### src/rtl/psr_pkg.sv
// Shared definitions for the PSR flag interface: flag bit positions, CR16 condition
// codes and the result-register state encoding.
package psr_pkg;

    localparam int FLAG_C = 0;
    localparam int FLAG_L = 1;
    localparam int FLAG_F = 2;
    localparam int FLAG_Z = 3;
    localparam int FLAG_N = 4;

    typedef enum logic [3:0] {
        COND_EQ = 4'b0000,
        COND_NE = 4'b0001,
        COND_CS = 4'b0010,
        COND_CC = 4'b0011,
        COND_HI = 4'b0100,
        COND_LS = 4'b0101,
        COND_GT = 4'b0110,
        COND_LE = 4'b0111,
        COND_FS = 4'b1000,
        COND_FC = 4'b1001,
        COND_LO = 4'b1010,
        COND_HS = 4'b1011,
        COND_LT = 4'b1100,
        COND_GE = 4'b1101,
        COND_UC = 4'b1110,
        COND_NV = 4'b1111
    } cond_e;

    typedef enum logic {
        ST_EMPTY = 1'b0,
        ST_FULL  = 1'b1
    } res_state_e;

endpackage

### src/rtl/cond_eval.sv
// Combinational CR16 condition resolver: maps a condition code and the
// {N,Z,F,L,C} flags to branch taken / not taken. Shared with the Jcond path.
module cond_eval
    import psr_pkg::*;
(
    input  logic [3:0] cond_code,
    input  logic [4:0] flags,
    output logic       taken
);

    logic c, l, f, z, n;

    assign c = flags[FLAG_C];
    assign l = flags[FLAG_L];
    assign f = flags[FLAG_F];
    assign z = flags[FLAG_Z];
    assign n = flags[FLAG_N];

    always_comb begin
        taken = 1'b0;
        case (cond_e'(cond_code))
            COND_EQ: taken = z;
            COND_NE: taken = !z;
            COND_CS: taken = c;
            COND_CC: taken = !c;
            COND_HI: taken = l;
            COND_LS: taken = !l;
            COND_GT: taken = n;
            COND_LE: taken = !n;
            COND_FS: taken = f;
            COND_FC: taken = !f;
            COND_LO: taken = !l && !z;
            COND_HS: taken = l || z;
            COND_LT: taken = !n && !z;
            COND_GE: taken = n || z;
            COND_UC: taken = 1'b1;
            COND_NV: taken = 1'b0;
            default: taken = 1'b0;
        endcase
    end

endmodule

### src/rtl/psr_cond_unit.sv
// PSR flag register plus condition resolution with a one-entry registered
// result toward fetch/PC, handed off via valid/ready.
//
// state    | meaning
// ---------+--------------------------------------------------------------
// ST_EMPTY | no result held; cond_ready = 1, a request loads the register
// ST_FULL  | result held in res_taken; cond_ready follows res_ready
module psr_cond_unit
    import psr_pkg::*;
#(
    parameter logic [4:0] PSR_RESET = 5'b00000,
    parameter bit         BYPASS    = 1'b1
) (
    input  logic       clk,
    input  logic       reset,
    input  logic [4:0] flag_we,
    input  logic [4:0] flag_in,
    input  logic       psr_we,
    input  logic [4:0] psr_wdata,
    output logic [4:0] psr_rdata,
    input  logic       cond_valid,
    input  logic [3:0] cond_code,
    output logic       cond_ready,
    output logic       res_valid,
    output logic       res_taken,
    input  logic       res_ready
);

    logic [4:0] psr_q;
    logic [4:0] psr_d;
    logic [4:0] flags_eff;
    logic       taken_d;
    logic       taken_q;
    res_state_e state_q;

    // LPR overrides any ALU flag write landing in the same cycle.
    assign psr_d = psr_we ? psr_wdata : ((psr_q & ~flag_we) | (flag_in & flag_we));

    assign flags_eff = BYPASS ? psr_d : psr_q;

    cond_eval u_cond_eval (
        .cond_code (cond_code),
        .flags     (flags_eff),
        .taken     (taken_d)
    );

    always_ff @(posedge clk or posedge reset) begin
        if (reset) begin
            psr_q   <= PSR_RESET;
            state_q <= ST_EMPTY;
            taken_q <= 1'b0;
        end else begin
            psr_q <= psr_d;
            case (state_q)
                ST_EMPTY: begin
                    if (cond_valid) begin
                        taken_q <= taken_d;
                        state_q <= ST_FULL;
                    end
                end
                ST_FULL: begin
                    if (res_ready) begin
                        if (cond_valid) begin
                            taken_q <= taken_d;
                        end else begin
                            state_q <= ST_EMPTY;
                        end
                    end
                end
                default: state_q <= ST_EMPTY;
            endcase
        end
    end

    assign psr_rdata  = psr_q;
    assign res_valid  = (state_q == ST_FULL);
    assign res_taken  = taken_q;
    assign cond_ready = (state_q == ST_EMPTY) || res_ready;

endmodule

### config.mk
export PLATFORM = sky130hd
export DESIGN_NAME = psr_cond_unit
export DESIGN_NICKNAME = d
export VERILOG_FILES = /design/src/rtl/psr_pkg.sv /design/src/rtl/cond_eval.sv /design/src/rtl/psr_cond_unit.sv
export SDC_FILE = /design/constraint.sdc
export NUM_CORES = 1
export LEC_CHECK = 0
export BUFFER_PORTS_ARGS = -buffer_cell sky130_fd_sc_hd__buf_2
export CAP_MARGIN = 10
export CORE_AREA = 4 4 41 43
export DETAILED_ROUTE_END_ITERATION = 8
export DIE_AREA = 0 0 45 47
export GPL_TIMING_DRIVEN = 0
export PLACE_DENSITY = 0.76
export SLEW_MARGIN = 0
export SYNTH_ARGS = -nofsm -noshare
export SYNTH_HDL_FRONTEND = slang
export SYNTH_SLANG_ARGS = --single-unit
### constraint.sdc
create_clock -name clk -period 5.1 [get_ports clk]
set_clock_uncertainty 0.2 [all_clocks]
set_input_delay 0.765 -clock clk [delete_from_list [all_inputs] [get_ports clk]]
set_output_delay 0.765 -clock clk [all_outputs]
set_load 0.03 [all_outputs]
Yosys cells after proc, flatten, opt, wreduce, memory -nomap -nowiden

Cells that the tools add are included.

Register bits after elaboration: 7
Latch bits: 0
RAM bits: 0
ROM bits: 0
Input bits: 24
Output and inout bits: 8
Memories: 0

Add/subtract/negate cells: 0
Multipliers: 0
Divide/modulo/power cells: 0
Magnitude comparators: 0
Equality and inequality tests: 16
Shift operators: 0
Mux-type cells: 8
Bitwise operators: 5
Reductions and logical operators: 11

Operators by type and width:

| operator                                      | number |
|---|---|
| == test 4 bit, second input constant          | 8 |
| == test 4 x 3 -> 1 bit, second input constant | 4 |
| case mux 1 bit (16 select lines)              | 1 |
| AND 5 bit                                     | 2 |
| == test 4 x 2 -> 1 bit, second input constant | 2 |
| logical NOT 1 bit                             | 5 |
| two-way mux 5 bit                             | 1 |
| NOT 5 bit                                     | 1 |
| bitwise OR 5 bit                              | 1 |
| == test 4 x 1 -> 1 bit, second input constant | 1 |
| logical NOT 4 bit                             | 1 |
| two-way mux 1 bit                             | 4 |
| case mux 1 bit (2 select lines)               | 2 |
| logical OR 1 bit                              | 3 |
| logical AND 1 bit                             | 2 |
| != test 2 bit, second input constant          | 1 |
| NOT 1 bit                                     | 1 |

Logic depth before layout (Yosys ltp)

Depth after elaboration: 10
Mapped depth: 7
Gate-level depth less buffers: 6

Hierarchy

From an unflattened synthesis, not the netlist that was laid out.

Cells, all modules: 51
Area total of the unflattened synthesis: 504.2 µm²

By module, submodules not included:

| module        | times used | cells an instance | area each (µm²) | seq. area each (µm²) |
|---|---|---|---|---|
| psr_cond_unit | 1          | 28                | 320.3           | 175.2 |
| cond_eval     | 1          | 23                | 183.9           | 0.0 |

Worst setup path before layout

No wires, ideal clock.

Path kind: input to register
From: input port flag_we[1]
To: register taken_q (netlist: res_taken)
Arrival time: 1,964 ps
Required time: 4,776 ps
Setup slack: 2,812 ps
Stages: 6
Cells stage by stage: mux2_4 -> mux2_4 -> nor3b_1 -> o211ai_2 -> o211ai_1 -> o31a_1

Word-level cells in the longest chain between the ends: 10
Elaborated cells on any way between the ends: 12
Those cells by class: mux (5); bitwise (4); reduce/logical (3)

RTL lines:

| what                               | RTL line                                 | text |
|---|---|---|
| start: declaration                 | psr_cond_unit.sv:16                      | `input logic [4:0] flag_we,` |
| NOT 5 bit                          | psr_cond_unit.sv:37                      | `assign psr_d = psr_we ? psr_wdata : ((psr_q & ~flag_we) \| (flag_in & flag_we));` |
| AND 5 bit                          | psr_cond_unit.sv:37                      |  |
| bitwise OR 5 bit *                 | psr_cond_unit.sv:37                      |  |
| two-way mux 5 bit *                | psr_cond_unit.sv:37                      |  |
| net flags_eff[1]                   | psr_cond_unit.sv:31                      | `logic [4:0] flags_eff;` |
| logical NOT 1 bit                  | cond_eval.sv:27, cond_eval.sv:32         |  |
| logical AND 1 bit                  | cond_eval.sv:32                          | `COND_LO: taken = !l && !z;` |
| case mux 1 bit (16 select lines) * | cond_eval.sv:21                          | `case (cond_e'(cond_code))` |
| two-way mux 1 bit *                | psr_cond_unit.sv:56, psr_cond_unit.sv:63 |  |
| two-way mux 1 bit                  | psr_cond_unit.sv:62                      | `if (res_ready) begin` |
| case mux 1 bit (2 select lines) *  | psr_cond_unit.sv:54                      | `case (state_q)` |
| end signal: assignment             | psr_cond_unit.sv:57                      | `taken_q <= taken_d;` |
| end signal: assignment             | psr_cond_unit.sv:64                      | `taken_q <= taken_d;` |
| end: declaration                   | psr_cond_unit.sv:33                      | `logic taken_q;` |

The timed path passes the listed nets; every way through them passes the cells marked *. The select of a mux whose other input is x is not followed.
A chain may end at the register's enable or synchronous reset.

Worst setup path after layout

Same ends and word-level chain as after synthesis.

==> implementation parameters <==
Parameter                              Value

Power
  Ratio of total power to cell area ... 246 nW/um^2
  Worst VDD drop ... 0.000121 V
  Proportion of power drawn by the clock network ... 0.291
  Sequential group share of total power ... 0.357
  Cell Int Power ... 0.000118 W
  Share of total power in combinational logic ... 0.352
  Static power due to leakage ... 0.341 nW
  Switching power summed over all nets ... 0.0000602 W
  Switching Share ... 0.337

Logic synthesis
  Flop and latch count out of synthesis ... 7
  Sequential element share of the synthesized area ... 0.320
  Dominant cell type by area after synthesis ... sky130_fd_sc_hd__dfrtp_1
  Cell area after synthesis ... 547 sq um
  Post-Syn Area per Cell ... 9.43 sq um
  Leading post-synthesis cells by cell area ... sky130_fd_sc_hd__dfrtp_1, sky130_fd_sc_hd__mux2_4, sky130_fd_sc_hd__nand2b_1
  Number of warnings reported in the yosys synthesis log ... 0
  Unique cell type count in the Yosys netlist ... 34
  Gate count after technology mapping ... 58
  Top-area cell type share of the netlist area ... 0.320
  Net count after synthesis ... 82

Cells and area
  Final standard cell area without fillers ... 727 sq um
  Layout cells sized above 1 ... 0.438
  Area growth syn-to-layout ... 33.0%
  Seq. cell area ... 175 sq um
  Commonest non-fill, non-tap cells in the layout ... sky130_fd_sc_hd__buf_2, sky130_fd_sc_hd__dfrtp_1, sky130_fd_sc_hd__nor2_1, sky130_fd_sc_hd__nand2_1, sky130_fd_sc_hd__nand2b_1
  Diodes inserted ... 0
  Most common cell after layout, fill and taps aside ... sky130_fd_sc_hd__buf_2
  Multi-input logic area ... 337 sq um
  Layout filler cell count ... 141
  Final cell utilization of the core ... 0.559
  Count of nets after finishing ... 114

Clocking
  Post-CTS Resized ... 0
  TritonCTS sink count ... 7
  Clk root buf ... sky130_fd_sc_hd__clkbuf_4
  Post-CTS repair timing setup buffer count ... 0
  Cts bufs inserted ... 3
  TritonCTS clock tree ... done
  Maximum buffer depth of the clock tree ... 2
  Number of levels the H-tree was split into ... 1
  Clock-pin slew on the worst setup and hold paths ... 0.05 ns
  CTS Hold Buffers Added ... 0
  Source-to-sink clock delay at the later pin of the worst-skew pair ... 0.26 ns

Critical path
  Endpoint class of the critical path ... flop
  CP startpoint kind ... input pin
  Max incr delay on CP ... 0.30 ns
  Critical-path top delay cell ... sky130_fd_sc_hd__mux2_4
  Biggest fanout along the worst timing path ... 5
  CP Cell Sequence ... buf_2 > mux2_4 > mux2_4 > nor3b_1 > o211ai_2 > o211ai_1 > o31a_1
  Crit path DAT ... 2.14 ns
  CP required ... 5.04 ns
  Critical Path Most Common Cell ... sky130_fd_sc_hd__mux2_4
  Worst setup path class ... in -> reg

Routing
  Average wire per cell in the routed design ... 12.6 um
  Vias per Instance ... 5.20
  Final antenna-violating net count ... 0
  DR vias ... 541
  Total Wirelength ... 1310 um
  Post-route DRC ... 0
  Drt first pass iters ... 4
  Initial DRC Count ... 2

STA
  Setup tns final ... 0 ns
  RSZ-0062 raised after global routing ... false
  Minimum clock period after layout ... 2.20 ns
  Ratio of final minimum period to clock period ... 0.432
  Final count of pins violating max slew ... 0
  Number of hold violations in the final report ... 0
  Worst-case hold slack ... 0.222 ns
  Highest achievable clock rate ... 454 MHz
  Worst Max-Slew Pin Slew ... 0.407 ns
  # setup viols final ... 0
  Slew Limit Headroom ... 0.729

Outcome
  Run status ... finished clean

Floorplanning
  Vertical extent of the die ... 47 um
  Horizontal die dimension ... 45 um
  I/O pin cnt ... 32
  Die area ... 2120 sq um
  Count of standard-cell rows ... 13
  Starting Density ... 0.420
  Total core area ... 1300 sq um

Global routing
  Overall routing resource usage ... 0.143
  GRT overflow ... 0
  Initial antenna violation count ... 0
  Vias in the first global route ... 507
  First-pass GRT wire length ... 2050 um
  Pin count of the biggest net entering global routing ... 11

Place
  Last weighted congestion value of the routability-driven placer ... 0.805
  Post-DP Area ... 701 sq um
  Half-perimeter wire length of the detailed placement result ... 1070 um
  Count of buffers inserted at the top-level ports ... 27

Job
  Total of max-cap violations ... 0

Min path
  Worst min-delay path category ... in -> async
[flip-flops by register name, indices dropped and copies added, names as in the netlist]
signal and cells:
res_valid 1, psr_rdata 5, res_taken 1
[area by class of cell]
class	count	share of cell area
Multi-Input combinational cell	45	0.463
Clock buffer	4	0.0361
Timing Repair Buffer	27	0.186
Inverter	2	0.0103
Sequential cell	7	0.241
Buffer	4	0.0379
Tap cell	15	0.0258
[stage by stage]
step / total power [W] / setup WS, ns / std cells
after floorplan: 0.000108 / 2.81 / 58
after global placement: 0.000126 / 2.64 / 100
after detailed placement: 0.000128 / 2.63 / 100
after CTS: 0.000182 / 2.90 / 104
after global routing: 0.000191 / 2.86 / 104
final: 0.000179 / 2.90 / 104
[metal layers]
layer / global-route usage / share of wire / up-vias / routed length (um)
met5: 0 / 0 / - / 0
met4: 0.158 / 0.045 / 0 / 59
met3: 0.0268 / 0.10 / 4 / 134
met2: 0.240 / 0.46 / 26 / 600
met1: 0.141 / 0.39 / 241 / 517
li1: - / - / 270 / -
[power by group through the flow]
stage / Sequential [W] / Clock (W) / Combinational (W)
after floorplan: 0.0000771 / 0 / 0.0000311
after global placement: 0.0000645 / 0 / 0.0000617
after detailed placement: 0.0000649 / 0 / 0.0000633
after CTS: 0.0000639 / 0.0000545 / 0.0000635
after global routing: 0.0000647 / 0.0000581 / 0.0000686
final: 0.0000638 / 0.0000520 / 0.0000629
[cell usage after synthesis, drive strengths merged]
cell type / n
a211oi: 1
a21boi: 1
a21oi: 1
a221oi: 1
a22oi: 1
a2bb2oi: 1
buf: 3
clkbuf: 1
dfrtp: 7
inv: 2
mux2: 5
mux2i: 2
nand2: 4
nand2b: 4
nand4b: 1
nor2: 6
nor2b: 3
nor3b: 2
o211ai: 3
o21a: 1
o21ai: 1
o22a: 1
o31a: 1
o31ai: 1
or2: 1
or4b: 1
xnor2: 1
xor2: 1
[final timing paths]
check / from / end / slack [ns] / cells past startpoint
min in group clk: res_valid / res_valid / 0.32 / 2
worst max-delay path: flag_we[1] / res_taken / 2.90 / 7
worst max register to register: psr_rdata[1] / res_taken / 3.16 / 6
worst min-delay path: reset / psr_rdata[1] / 0.22 / 2
max in group asynchronous: reset / psr_rdata[2] / 4.27 / 2
worst min register to register: res_valid / res_valid / 0.32 / 2
[worst max-delay path, delay by kind of cell]
family | cells | cell delay, ns
buf+inv | 1 | 0.10
mux | 2 | 0.58
simple gates | 1 | 0.16
compound gates | 3 | 0.54
[logic make-up (layout without fill, tap and decap cells)]
| logic type | after synthesis | in the layout | share of synthesized area |
|---|---|---|---|
| compound gates | 14 | 14 | 0.208 |
| xor+xnor | 2 | 2 | 0.0320 |
| buf+inv | 6 | 37 | 0.0640 |
| flops | 7 | 7 | 0.320 |
| mux | 7 | 7 | 0.153 |
| simple gates | 22 | 22 | 0.222 |
(Power assumes the default switching activity.)
